$ cat src/rtl/ucsbece154b_perf_pkg.sv
// Shared definitions for the performance monitor: register map, FSM states,
// status bit positions and counter indices.
package ucsbece154b_perf_pkg;

  typedef enum logic {
    ST_RUN    = 1'b0,
    ST_HALTED = 1'b1
  } state_e;

  localparam logic [2:0] ADDR_CYC      = 3'd0;
  localparam logic [2:0] ADDR_BR_TOT   = 3'd1;
  localparam logic [2:0] ADDR_BR_MISS  = 3'd2;
  localparam logic [2:0] ADDR_JMP_TOT  = 3'd3;
  localparam logic [2:0] ADDR_JMP_MISS = 3'd4;
  localparam logic [2:0] ADDR_STATUS   = 3'd5;
  localparam logic [2:0] ADDR_HALT_PC  = 3'd6;
  localparam logic [2:0] ADDR_ZERO     = 3'd7;

  localparam int NUM_CNT      = 5;
  localparam int CNT_CYC      = 0;
  localparam int CNT_BR_TOT   = 1;
  localparam int CNT_BR_MISS  = 2;
  localparam int CNT_JMP_TOT  = 3;
  localparam int CNT_JMP_MISS = 4;

  localparam int STAT_DONE    = 0;
  localparam int STAT_TIMEOUT = 1;
  localparam int STAT_OVF     = 2;

  function automatic logic [31:0] pack_status(input logic ovf, input logic timeout,
                                              input logic done);
    logic [31:0] s;
    s = '0;
    s[STAT_OVF]     = ovf;
    s[STAT_TIMEOUT] = timeout;
    s[STAT_DONE]    = done;
    return s;
  endfunction

endpackage

$ cat src/rtl/ucsbece154b_sat_counter.sv
// Saturating up-counter: holds at all-ones; clr has priority over inc.
// sat flags that the counter currently sits at its maximum.
module ucsbece154b_sat_counter #(
  parameter int W = 32
) (
  input  logic         clk,
  input  logic         reset,
  input  logic         inc,
  input  logic         clr,
  output logic [W-1:0] q,
  output logic         sat
);

  logic [W-1:0] cnt_q, cnt_d;

  assign sat = &cnt_q;
  assign q   = cnt_q;

  always_comb begin
    cnt_d = cnt_q;
    if (clr) begin
      cnt_d = '0;
    end else if (inc && !sat) begin
      cnt_d = cnt_q + 1'b1;
    end
  end

  always_ff @(posedge clk) begin
    if (!reset) begin
      cnt_q <= '0;
    end else begin
      cnt_q <= cnt_d;
    end
  end

endmodule

$ cat src/rtl/ucsbece154b_perf_counters.sv
// Performance monitor beside the pipelined core: counts cycles and branch/jump
// prediction outcomes until the halt PC or the cycle budget, with a 1-cycle read port.
module ucsbece154b_perf_counters
  import ucsbece154b_perf_pkg::*;
#(
  parameter int          CNT_W      = 32,
  parameter logic [31:0] HALT_PC    = 32'h00010064,
  parameter int          MAX_CYCLES = 500
) (
  input  logic        clk,
  input  logic        reset,
  input  logic        clear_i,
  input  logic [31:0] PCF_i,
  input  logic        StallE_i,
  input  logic        BranchE_i,
  input  logic        JumpE_i,
  input  logic        PCSrcE_i,
  input  logic        BranchTakenE_i,
  input  logic        rd_en_i,
  input  logic [2:0]  rd_addr_i,
  output logic [31:0] rd_data_o,
  output logic        rd_valid_o,
  output logic        done_o
);

  state_e             state_q, state_d;
  logic               timeout_q, timeout_d;
  logic               ovf_q, ovf_d;
  logic [31:0]        rd_data_q, rd_data_d;
  logic               rd_valid_q, rd_valid_d;

  logic [NUM_CNT-1:0] inc;
  logic [NUM_CNT-1:0] sat;
  logic [CNT_W-1:0]   cnt_q [NUM_CNT];

  logic               run;
  logic               budget_hit;
  logic               pc_hit;
  logic [32:0]        cyc_inc;

  function automatic logic [31:0] zext(input logic [CNT_W-1:0] v);
    return 32'(v);
  endfunction

  for (genvar g = 0; g < NUM_CNT; g++) begin : g_cnt
    ucsbece154b_sat_counter #(.W(CNT_W)) u_cnt (
      .clk   (clk),
      .reset (reset),
      .inc   (inc[g]),
      .clr   (clear_i),
      .q     (cnt_q[g]),
      .sat   (sat[g])
    );
  end

  assign run        = (state_q == ST_RUN);
  // Budget compare is done 33 bits wide so a narrow saturated cycle count never aliases
  assign cyc_inc    = {1'b0, zext(cnt_q[CNT_CYC])} + 33'd1;
  assign budget_hit = run && (cyc_inc == 33'(MAX_CYCLES));
  assign pc_hit     = run && (PCF_i == HALT_PC);

  always_comb begin
    inc               = '0;
    inc[CNT_CYC]      = run;
    inc[CNT_BR_TOT]   = run && BranchE_i && !StallE_i;
    inc[CNT_BR_MISS]  = run && BranchE_i && !StallE_i && (PCSrcE_i != BranchTakenE_i);
    inc[CNT_JMP_TOT]  = run && JumpE_i && !StallE_i;
    inc[CNT_JMP_MISS] = run && JumpE_i && !StallE_i && !BranchTakenE_i;

    state_d   = state_q;
    timeout_d = timeout_q;
    ovf_d     = ovf_q || |(inc & sat);
    if (pc_hit || budget_hit) state_d = ST_HALTED;
    if (budget_hit) timeout_d = 1'b1;
    if (clear_i) begin
      state_d   = ST_RUN;
      timeout_d = 1'b0;
      ovf_d     = 1'b0;
    end

    rd_valid_d = rd_en_i;
    rd_data_d  = rd_data_q;
    if (rd_en_i) begin
      case (rd_addr_i)
        ADDR_CYC:      rd_data_d = zext(cnt_q[CNT_CYC]);
        ADDR_BR_TOT:   rd_data_d = zext(cnt_q[CNT_BR_TOT]);
        ADDR_BR_MISS:  rd_data_d = zext(cnt_q[CNT_BR_MISS]);
        ADDR_JMP_TOT:  rd_data_d = zext(cnt_q[CNT_JMP_TOT]);
        ADDR_JMP_MISS: rd_data_d = zext(cnt_q[CNT_JMP_MISS]);
        ADDR_STATUS:   rd_data_d = pack_status(ovf_q, timeout_q, state_q == ST_HALTED);
        ADDR_HALT_PC:  rd_data_d = HALT_PC;
        ADDR_ZERO:     rd_data_d = 32'h0;
        default:       rd_data_d = 32'h0;
      endcase
    end
  end

  always_ff @(posedge clk) begin
    if (!reset) begin
      state_q    <= ST_RUN;
      timeout_q  <= 1'b0;
      ovf_q      <= 1'b0;
      rd_data_q  <= 32'h0;
      rd_valid_q <= 1'b0;
    end else begin
      state_q    <= state_d;
      timeout_q  <= timeout_d;
      ovf_q      <= ovf_d;
      rd_data_q  <= rd_data_d;
      rd_valid_q <= rd_valid_d;
    end
  end

  assign rd_data_o  = rd_data_q;
  assign rd_valid_o = rd_valid_q;
  assign done_o     = (state_q == ST_HALTED);

endmodule

$ cat config.mk
export PLATFORM = sky130hd
export DESIGN_NAME = ucsbece154b_perf_counters
export DESIGN_NICKNAME = d
export VERILOG_FILES = /design/src/rtl/ucsbece154b_perf_pkg.sv /design/src/rtl/ucsbece154b_sat_counter.sv /design/src/rtl/ucsbece154b_perf_counters.sv
export SDC_FILE = /design/constraint.sdc
export NUM_CORES = 1
export LEC_CHECK = 0
export BUFFER_PORTS_ARGS = -buffer_cell sky130_fd_sc_hd__clkbuf_2
export CORE_AREA = 2 2 164 166
export CTS_BUF_LIST = sky130_fd_sc_hd__clkbuf_16
export DETAILED_ROUTE_END_ITERATION = 10
export DIE_AREA = 0 0 166 168
export PLACE_DENSITY = 0.57
export SYNTH_ARGS = -nofsm -noshare
export SYNTH_HDL_FRONTEND = slang
export SYNTH_SLANG_ARGS = --single-unit
$ cat constraint.sdc
create_clock -name clk -period 3.3 [get_ports clk]
set_input_delay 0.165 -clock clk [delete_from_list [all_inputs] [get_ports clk]]
set_output_delay 0.165 -clock clk [all_outputs]
set_load 0.01 [all_outputs]
# After elaboration in Yosys (flattened, before gate mapping)
# Cells that the tools add are included.
op_classes:
  add_sub_neg: 6
  reduce_logical: 30
  mux: 1
  eq_ne: 10
  n_bitwise: 3
ops:
  columns: ["cell", "n"]
  rows:
  - ["$pmux 32 s8", 1]
  - ["$add 32x1->32 const B", 5]
  - ["$reduce_and 32->1", 5]
  - ["$add 32x1->33 const B", 1]
  - ["$eq 33x9->1 const B", 1]
  - ["$eq 32x17->1 const B", 1]
  - ["$logic_and 1x1->1", 13]
  - ["$eq 3x3->1 const B", 4]
  - ["$logic_not 1->1", 7]
  - ["$eq 3x2->1 const B", 2]
  - ["$and 5x5->5", 1]
  - ["$reduce_or 5->1", 1]
  - ["$eq 3x1->1 const B", 1]
  - ["$logic_not 3->1", 1]
  - ["$logic_or 1x1->1", 2]
  - ["$not 1->1", 2]
  - ["$reduce_or 2->1", 1]
  - ["$ne 1x1->1", 1]
word_totals:
  inputBits: 44
  reg_bits: 196
  out_inout_bits: 34

# Logic depth before layout (Yosys ltp)
# Gate-level depths: netlist (run 1).
logic_depth:
  depth_word: 7
  mapped_depth: 9

# Hierarchy
# Synthesis (run 1) repeated with hierarchy kept, for this count alone.
unflattened:
  hier_cells: 1390
  area_unflattened_um2: 12294.3
by_module_without_submodules:
  columns: ["module", "n_inst", "cells_per_inst", "area_each_um2", "seq_area_each_um2"]
  rows:
  - ["ucsbece154b_sat_counter", 5, 210, 1851.8, 640.6]
  - ["ucsbece154b_perf_counters", 1, 340, 3035.4, 720.7]

# Least setup slack after synthesis (run 1)
# OpenSTA, ideal clock, no wires.
synth_path:
  path_type: "register -> register"
  start: "register g_cnt[0].u_cnt.cnt_q[0]"
  end: "register state_q (netlist: done_o)"
  required_time_ns: 3.240
  t_arrival_ns: 2.571
  setup_slack_ns: 0.669
  n_path_buf: 1
  path_stages_with_launch: 9
  cell_sequence: "dfxtp_1 -> ha_1 -> clkbuf_1 -> inv_1 -> nor4_2 -> a31oi_1 -> or4b_2 -> or4_1 -> nand2_1"
synth_between:
  elab_chain_cells: 4
synth_lines:
  columns: ["item", "line_no", "text"]
  rows:
  - ["start: declaration", "ucsbece154b_sat_counter.sv:14", "logic [W-1:0] cnt_q, cnt_d;"]
  - ["start signal: assignment", "ucsbece154b_sat_counter.sv:32", "cnt_q <= cnt_d;"]
  - ["$add 32x1->33", "ucsbece154b_perf_counters.sv:58", "assign cyc_inc = {1'b0, zext(cnt_q[CNT_CYC])} + 33'd1;"]
  - ["$eq 33x9->1", "ucsbece154b_perf_counters.sv:59", "assign budget_hit = run && (cyc_inc == 33'(MAX_CYCLES));"]
  - ["$logic_and 1x1->1", "ucsbece154b_perf_counters.sv:59", null]
  - ["$logic_or 1x1->1", "ucsbece154b_perf_counters.sv:73", "if (pc_hit || budget_hit) state_d = ST_HALTED;"]
  - ["end signal: assignment", "ucsbece154b_perf_counters.sv:106", "state_q <= state_d;"]
  - ["end: declaration", "ucsbece154b_perf_counters.sv:26", "state_e state_q, state_d;"]
# No other way between the ends.
# A chain may end at the register's enable or synchronous reset.

# Worst setup path after layout (run 1)
layout_path:
  start: "register g_cnt[0].u_cnt.cnt_q[6]"
  end: "register state_q (netlist: done_o)"
# The elaborated chain is that of the path after synthesis.

==> results_dict.tcl, run 1 <==
set metrics [dict create \
    cts_resized 0 \
    die_y_um 168 \
    powerDensity_nw_per_um2 404 \
    dp_slack_ns 0.492 \
    stdcell_count 1609 \
    ys_ff_latch 196 \
    num_rows 60 \
    fin_ws_ns 0.412 \
    postRouteAntennaNets 0 \
    grt_max_degree 104 \
    layout_min_cycle_time_ns 2.89 \
    wl_per_cell_um 18.4 \
    viasPerCell 5.55 \
    fin_worst_skew_ns 0.0132 \
    coreArea_sq_um 26400 \
    clock-root-buffer "clkbuf_16" \
    cts_tree "done" \
    maxCapViolations 0 \
    grt_pass1_wl_um 46300 \
    die_area_sq_um 27900 \
    timing.fmax_mhz 346 \
    initial_utilization_pct 39.3 \
    hold_viol 0 \
    dp_hpwl_um 21900 \
    diodes 0 \
    place_inst 1577 \
    worstSkewPairLatency_ns 0.44 \
    fin_nets 1304 \
    tns_ns 0 \
    clockBufferDepth 2 \
    slew_violations 0 \
    ctsHoldBuffers 0 \
    first_iter_violations 757 \
    path_max_fanout 10 \
    avgSynthCellArea_sq_um 8.58 \
    hp-class "primary input to flip-flop" \
    tightest_slew_ns 1.17 \
    synth_top_area_share_pct 37.9 \
    die_w_um 166 \
    cp_top_family "simple AND/OR/NAND/NOR gates" \
    cp-start-kind "flip-flop" \
    crit_path_top_delay_cell "or4_1" \
    synth_edf_count 0 \
    slowest_delay_ns 0.56 \
    setup_viol 0 \
    grt_pass1_vias 8351 \
    critical_path_class "flip-flop to flip-flop" \
    crit_top_cell "or4_1" \
    synth_top_flop_cell "dfxtp_1" \
    status "complete, no violations" \
    vias 8937 \
    clock_sinks 196 \
    drive_gt1_share_pct 14.5 \
    crit_path_end_kind "flip-flop" \
    place_congestion 0.888 \
    max-vdd-ir-drop_uv 361 \
    rsz0062_at_grt "no" \
    synth.distinct_cells 68 \
    drt_pass1_iterations 5 \
    cts_setup_buffers 0 \
    cts_buffers 17 \
    synth-seq-area-share_pct 37.9 \
    async_flop_share_pct 0 \
    power_leakage_nw 3.91 \
    yosys-top-cells-area "dfxtp_1 (38%), nor2_1 (7.4%), xor2_1 (7.4%)" \
    syn_inst 1207 \
    clk_pin_slew_ns 0.07 \
    routed_wl_um 29600 \
    ios 78 \
    cp_cell_sequence "nand4_2 > nor4_1 > and4_2 > xor2_1 > or4_1 > or4_1 > nand2_1" \
    yosysWarnings 0 \
    synth_nets 1256 \
    drc 0 \
    gr-total-overflow 0 \
    io_buffers 77 \
    required_ns 3.68 \
    yosysTopAreaCell "dfxtp_1" \
    grt_usage_pct 21.0 \
    synth_area_sq_um 10400 \
    h-tree-depth 4 \
    critPathArrivalTime_ns 3.27 \
    cp_num_buf_inv 0 \
    period_share_pct 87.5 \
    antenna_found_initial 1 \
    relSlewSlack_pct 22.0 \
    area_growth_pct 12.3 \
]
cell usage after synthesis (23+ instances only):
master,instances
a21oi_1,27
a221oi_1,23
clkbuf_1,54
dfxtp_1,196
mux4_2,24
nand2_1,88
nand3_1,58
nand4_1,51
nor2_1,204
nor3_1,40
nor3b_1,23
nor4_1,26
o21ai_0,24
xnor2_1,65
xor2_1,87
stage by stage:
stage               utilization [%]  total power (W)  area [sq um]  hold slack [ns]
floorplan                         -          0.00261         10400            0.331
global route                   44.1          0.00485         11600            0.270
global placement               41.9          0.00271         11100            0.460
detailed placement             41.9          0.00271         11100            0.461
finish                         44.1          0.00469         11600            0.209
CTS                            44.1          0.00474         11600            0.210
cell type report:
| class | count | area, sq um |
|---|---|---|
| Inverter | 20 | 75.1 |
| Clock buffer | 17 | 425 |
| Fill cell | 2661 | 14700 |
| Multi-Input combinational cell | 921 | 6060 |
| Clock inverter | 15 | 146 |
| Tap cell | 341 | 427 |
| Sequential cell | 196 | 3920 |
| Timing Repair Buffer | 99 | 563 |
report_power, final:
group          switching (W)  internal (W)  total, W
sequential         0.0000132       0.00238   0.00240
clock                0.00103       0.00100   0.00204
combinational       0.000162     0.0000941  0.000256
total                0.00121       0.00348   0.00469
worst paths after layout:
path / startpoint / to / slack [ns] / depth (start not counted)
setup reg to reg: g_cnt[0].u_cnt.q[6] / done_o / 0.41 / 7
hold / removal: PCF_i[22] / done_o / 0.21 / 6
hold reg to reg: timeout_q / timeout_q / 0.48 / 2
setup / recovery: g_cnt[0].u_cnt.q[6] / done_o / 0.41 / 7
cells by family after synthesis:
family,synth area share (%)
AO/OA/AOI/OAI,8.00
flip-flops,37.9
multiplexers,6.59
buffers and inverters,3.67
AND/OR/NAND/NOR,30.4
adder cells (fa/ha/maj),0.604
XOR/XNOR,12.9
routing by layer:
metal / up-vias / track usage (%) / wire (um)
met4: 0 / 6.12 / 486
met2: 197 / 34.1 / 13800
met5: - / 0 / 0
li1: 4396 / - / -
met1: 4321 / 29.4 / 14200
met3: 23 / 2.73 / 1110
state kept, by name, summed over array words and instances, names as in the netlist:
register and cells:
done_o 1, g_cnt.u_cnt.q 160, ovf_q 1, rd_data_o 32
rd_valid_o 1, timeout_q 1
tightest hold or removal path: cells and delay by family:
kind | cells | cell delay (ns)
AOI/OAI and AO/OA | 1 | 0.15
buffers and inverters | 1 | 0.07
and+or+nand+nor | 4 | 0.21
placed cells by master, fill, tap and decap left out, types with 23 or more instances in the layout:
cell type,n
nor2_1,204
dfxtp_1,196
nand2_1,88
xor2_1,87
clkbuf_2,77
xnor2_1,65
nand3_1,58
nand4_1,51
nor3_1,39
a21oi_1,27
nor4_1,26
o21ai_0,24
mux4_2,24
a221oi_1,23
nor3b_1,23
No activity file was read; power rests on OpenSTA's default activity.
==> run 2, diff against run 1 <==
--- a/config.mk
+++ b/config.mk
@@ -6,11 +6,11 @@
 export NUM_CORES = 1
 export LEC_CHECK = 0
 export BUFFER_PORTS_ARGS = -buffer_cell sky130_fd_sc_hd__clkbuf_2
-export CORE_AREA = 2 2 164 166
+export CORE_AREA = 2 2 135 203
 export CTS_BUF_LIST = sky130_fd_sc_hd__clkbuf_16
 export DETAILED_ROUTE_END_ITERATION = 10
-export DIE_AREA = 0 0 166 168
-export PLACE_DENSITY = 0.57
+export DIE_AREA = 0 0 137 205
+export PLACE_DENSITY = 0.56
 export SYNTH_ARGS = -nofsm -noshare
 export SYNTH_HDL_FRONTEND = slang
 export SYNTH_SLANG_ARGS = --single-unit
==> constraint.sdc (replaced) <==
create_clock -name clk -period 3.2 [get_ports clk]
set_input_delay 0.16 -clock clk [delete_from_list [all_inputs] [get_ports clk]]
set_output_delay 0.16 -clock clk [all_outputs]
set_load 0.01 [all_outputs]
==> results_dict.tcl, run 2 (synthesis results as in run 1) <==
set metrics [dict create \
    tns_ns 0 \
    required_ns 3.60 \
    clock-root-buffer "clkbuf_16" \
    stdcell_count 1608 \
    grt_usage_pct 23.7 \
    cp-start-kind "flip-flop" \
    die_area_sq_um 28100 \
    place_congestion 0.935 \
    hold_viol 0 \
    reg2reg_depth 7 \
    die_w_um 137 \
    crit_top_cell "or4_1" \
    largest_register_ffs 160 \
    seq_power_share_pct 50.2 \
    rrSetupSlack_ns 0.36 \
    gr-total-overflow 0 \
    drive_gt1_share_pct 14.3 \
    switching_power_w 0.00117 \
    worstSkewPairLatency_ns 0.46 \
    clock_sinks 196 \
    powerDensity_nw_per_um2 424 \
    max-vdd-ir-drop_uv 390 \
    coreArea_sq_um 26300 \
    postRouteAntennaNets 0 \
    slowest_delay_ns 0.55 \
    maxCapViolations 0 \
    antenna_found_initial 0 \
    fin_ws_ns 0.361 \
    grt_max_degree 90 \
    path_max_fanout 10 \
    cp_top_family "simple AND/OR/NAND/NOR gates" \
    cp_num_buf_inv 0 \
    critPathArrivalTime_ns 3.24 \
    ctsHoldBuffers 0 \
    holdPathEnd "ovf_q" \
    dp_slack_ns 0.414 \
    worstHoldStart "BranchE_i" \
    fin_util_pct 44.2 \
    hold-worst-slack_ns 0.244 \
    die_y_um 205 \
    cts_buffers 17 \
    p_comb_share_pct 5.5 \
    crit_path_end_kind "flip-flop" \
    drt_pass1_iterations 6 \
    whs_path_depth 4 \
    power_leakage_nw 3.93 \
    final_cell_mix "nor2_1 (204), dfxtp_1 (196), nand2_1 (88), xor2_1 (87), clkbuf_2 (77)" \
    critical_path_class "flip-flop to flip-flop" \
    wl_per_cell_um 19.8 \
    hp-class "primary input to flip-flop" \
    reg2reg_to "done_o" \
    place_inst 1577 \
    dp_hpwl_um 23800 \
    grt_pass1_vias 8748 \
    timing.fmax_mhz 352 \
    area_growth_pct 12.4 \
    num_rows 73 \
    slew_violations 0 \
    relSlewSlack_pct 37.5 \
    layout.cells.most_common "nor2_1" \
    cp_cell_sequence "nand4_2 > nor4_1 > and4_2 > xor2_1 > or4_1 > or4_1 > nand2_1" \
    setup_viol 0 \
    fin_worst_skew_ns 0.00949 \
    pwr-share-clk_pct 44.3 \
    switching_share_pct 23.6 \
    clockBufferDepth 2 \
    grt_pass1_wl_um 50100 \
    ios 78 \
    r2r-start "g_cnt[0].u_cnt.q[6]" \
    diodes 0 \
    viasPerCell 5.69 \
    clk_pin_slew_ns 0.07 \
    tightest_slew_ns 0.938 \
    drc 0 \
    period_share_pct 88.7 \
    fin_nets 1308 \
    rsz0062_at_grt "no" \
    cts_resized 0 \
    routed_wl_um 31800 \
    layout_min_cycle_time_ns 2.84 \
    h-tree-depth 4 \
    status "complete, no violations" \
    initial_utilization_pct 39.4 \
    crit_path_top_delay_cell "or4_1" \
    cts_setup_buffers 0 \
    vias 9149 \
    io_buffers 77 \
    internal_power_w 0.00376 \
    first_iter_violations 615 \
    cts_tree "done" \
]
==> run 2: cell count changes in the layout (fill, tap and decap cells not counted), sizes merged <==
cell      change
inv           -5
bufinv        +3
buf           +4
clkinvlp      +1
==> run 2: cell type report <==
type,instances,area [sq um]
fillers,2682,14700
multi-input cells,921,6060
flip-flops and latches,196,3920
repair buffers,103,581
clock buffers,17,425
well taps,337,422
clock inverters,14,146
inverters,20,75.1
==> run 2: how the worst max path moves through the flow <==
stage / from / endpoint / slack [ns] / cells after the start
finish: g_cnt[0].u_cnt.q[6] / done_o / 0.36 / 7
global route: g_cnt[0].u_cnt.q[6] / done_o / 0.20 / 7
CTS: g_cnt[0].u_cnt.q[6] / done_o / 0.40 / 7
detailed placement: g_cnt[0].u_cnt.q[6] / done_o / 0.41 / 7
global placement: g_cnt[0].u_cnt.q[6] / done_o / 0.51 / 7
floorplan: g_cnt[0].u_cnt.q[0] / done_o / 0.57 / 8
==> run 2: power by group through the flow <==
stage	Combinational (W)	Sequential (W)	Clock, W
6_report	0.000271	0.00248	0.00218
3_3_place_gp	0.000275	0.00253	0
5_1_grt	0.000300	0.00248	0.00232
2_1_floorplan	0.000157	0.00254	0
3_5_place_dp	0.000273	0.00253	0
4_1_cts	0.000274	0.00248	0.00222
==> run 2: routing by layer <==
metal | wire length [um] | share of wire, % | GRT usage, %
met5 | 0 | 0 | 0
met1 | 12400 | 39 | 26.7
met3 | 1220 | 3.8 | 3.37
met2 | 16300 | 51 | 41.3
met4 | 1940 | 6.1 | 15.0
==> run 2: metrics by stage <==
stage	power [W]	cell area [sq um]
floorplan	0.00270	10400
global placement	0.00281	11100
detailed placement	0.00281	11100
CTS	0.00497	11600
global route	0.00509	11600
finish	0.00493	11600
==> run 2: worst min-delay path: stages <==
cell	delay (ns)
clkbuf_2	0.11
and2_1	0.20
nand2_1	0.11
a31oi_1	0.07
==> run 3, diff against run 2 <==
--- a/config.mk
+++ b/config.mk
@@ -5,11 +5,12 @@
 export SDC_FILE = /design/constraint.sdc
 export NUM_CORES = 1
 export LEC_CHECK = 0
+export ABC_AREA = 1
 export BUFFER_PORTS_ARGS = -buffer_cell sky130_fd_sc_hd__clkbuf_2
-export CORE_AREA = 2 2 135 203
+export CORE_AREA = 2 2 142 213
 export CTS_BUF_LIST = sky130_fd_sc_hd__clkbuf_16
 export DETAILED_ROUTE_END_ITERATION = 10
-export DIE_AREA = 0 0 137 205
+export DIE_AREA = 0 0 144 215
 export PLACE_DENSITY = 0.56
 export SYNTH_ARGS = -nofsm -noshare
 export SYNTH_HDL_FRONTEND = slang
==> results_dict.tcl, run 3 <==
set metrics [dict create \
    rsz0062_at_grt "no" \
    coreArea_sq_um 29200 \
    switching_power_w 0.00120 \
    crit_path_end_kind "flip-flop" \
    switching_share_pct 23.6 \
    cts_buffers 17 \
    pwr-share-clk_pct 47.4 \
    period_share_pct 76.7 \
    cp-start-kind "flip-flop" \
    h-tree-depth 4 \
    critPathArrivalTime_ns 2.79 \
    hold-worst-slack_ns 0.0848 \
    synth_nets 1815 \
    setup_viol 0 \
    die_area_sq_um 31000 \
    gr-total-overflow 0 \
    cp_cell_sequence "ha_1 > nand3_1 > nor3_1 > nand3_1 > nand2_2 > inv_4 > nand2_1 > o21ai_0 > nor3b_1" \
    syn_inst 1766 \
    wl_per_cell_um 18.4 \
    slowest_delay_ns 0.51 \
    diodes 0 \
    grt_pass1_wl_um 62800 \
    hold_viol 0 \
    tightest_slew_ns 0.760 \
    fin_nets 1873 \
    critical_path_class "flip-flop to flip-flop" \
    power_leakage_nw 4.37 \
    r2r-start "g_cnt[2].u_cnt.q[0]" \
    synth-seq-area-share_pct 34.2 \
    multi_input_area_sq_um 6440 \
    slew_violations 0 \
    required_ns 3.53 \
    grt_usage_pct 26.8 \
    largest_register_ffs 160 \
    regArea_sq_um 3920 \
    fin_ws_ns 0.746 \
    fin_worst_skew_ns 0.0107 \
    seq_power_share_pct 48.2 \
    synth_top_area_share_pct 34.2 \
    die_w_um 144 \
    antenna_found_initial 0 \
    path_max_fanout 16 \
    viasPerCell 5.37 \
    critical_path.startpoint "g_cnt[2].u_cnt.q[0]" \
    dp_slack_ns 0.818 \
    routed_wl_um 41000 \
    postRouteAntennaNets 0 \
    worstHoldStart "clear_i" \
    p_comb_share_pct 4.5 \
    async_flop_share_pct 0 \
    clockBufferDepth 2 \
    layout_min_cycle_time_ns 2.45 \
    drive_gt1_share_pct 10.3 \
    yosys-top-cells-area "dfxtp_1 (34%), nand2_1 (14%), a21oi_1 (7.2%)" \
    synth_common_cells "nand2_1 (442), inv_1 (200), dfxtp_1 (196)" \
    ctsHoldBuffers 1 \
    vias 11977 \
    nFillCells 3157 \
    drt_pass1_iterations 7 \
    crit_path_top_delay_cell "dfxtp_1" \
    clock_sinks 196 \
    first_iter_violations 740 \
    avgSynthCellArea_sq_um 6.49 \
    synth_area_sq_um 11500 \
    total_power_w 0.00509 \
    hp-class "primary input to flip-flop" \
    grt_pass1_vias 11364 \
    synth.distinct_cells 54 \
    synth_edf_count 0 \
    crit_top_cell "nand3_1" \
    yosysMostFrequentCell "nand2_1" \
    tns_ns 0 \
    num_rows 77 \
    place_congestion 0.972 \
    synth_top_flop_cell "dfxtp_1" \
    clk_pin_slew_ns 0.08 \
    timing.fmax_mhz 407 \
    internal_power_w 0.00389 \
    final_cell_mix "nand2_1 (442), inv_1 (202), dfxtp_1 (196), nor2_1 (175), a21oi_1 (164)" \
    powerDensity_nw_per_um2 396 \
    yosysWarnings 0 \
    fin_util_pct 44.0 \
    relSlewSlack_pct 49.2 \
    ios 78 \
    die_y_um 215 \
    status "complete, no violations" \
    io_buffers 77 \
    grt_max_degree 36 \
    initial_utilization_pct 39.2 \
    cts_tree "done" \
    drc 0 \
    cts_setup_buffers 0 \
    area_growth_pct 12.0 \
    maxCapViolations 0 \
    dp_hpwl_um 32400 \
    max-vdd-ir-drop_uv 292 \
    worstSkewPairLatency_ns 0.47 \
    cts_resized 0 \
    layout.cells.most_common "nand2_1" \
    yosysTopAreaCell "dfxtp_1" \
    ys_ff_latch 196 \
    clock-root-buffer "clkbuf_16" \
]
## run 3: logic make-up after synthesis
group / share of synthesized area [%]
xor gates and xnor gates: 2.90
AOI/OAI and AO/OA: 17.6
buffers and inverters: 9.68
and+or+nand+nor: 35.1
DFF: 34.2
adders and majority gates: 0.546
## run 3: worst paths after layout
check / to / slack (ns) / cells past startpoint
worst min register to register: rd_data_o[14] / 0.46 / 2
worst min-delay path: g_cnt[1].u_cnt.q[2] / 0.08 / 4
worst max-delay path: g_cnt[2].u_cnt.q[13] / 0.75 / 9
worst max register to register: g_cnt[2].u_cnt.q[13] / 0.75 / 9
## run 3: power by group through the flow
stage          sequential [W]  clock (W)  combinational [W]
2_1_floorplan         0.00251          0           0.000132
3_3_place_gp          0.00251          0           0.000221
3_5_place_dp          0.00251          0           0.000222
4_1_cts               0.00245    0.00244           0.000224
5_1_grt               0.00245    0.00253           0.000247
6_report              0.00245    0.00241           0.000227
## run 3: per-stage QoR
step | cells | instance area (sq um)
after floorplan | 1766 | 11500
after global placement | 2199 | 12200
after detailed placement | 2199 | 12200
after CTS | 2231 | 12800
after global routing | 2231 | 12800
final | 2231 | 12800
## run 3: metal layers
| layer | GRT usage (%) | vias up | part of all wire, % |
|---|---|---|---|
| li1 | - | 5979 | - |
| met1 | 29.6 | 5500 | 39 |
| met2 | 47.2 | 404 | 50 |
| met3 | 3.92 | 94 | 5.0 |
| met4 | 16.9 | 0 | 6.5 |
| met5 | 0 | - | 0 |
## run 3: final cells by class
| cell class | count | area share [%] |
|---|---|---|
| multi-input cells | 1296 | 50.1 |
| clock buffers | 17 | 3.31 |
| flip-flops and latches | 196 | 30.6 |
| repair buffers | 96 | 4.13 |
| well taps | 395 | 3.85 |
| clock inverters | 14 | 1.63 |
| inverters | 217 | 6.37 |
## run 3: worst max-delay path, delay by kind of cell, from the launching register on
family          cells  cell delay [ns]
compound gates      1             0.08
fa+ha+maj           1             0.27
flops               1             0.51
simple gates        6             1.29
buf+inv             1             0.17
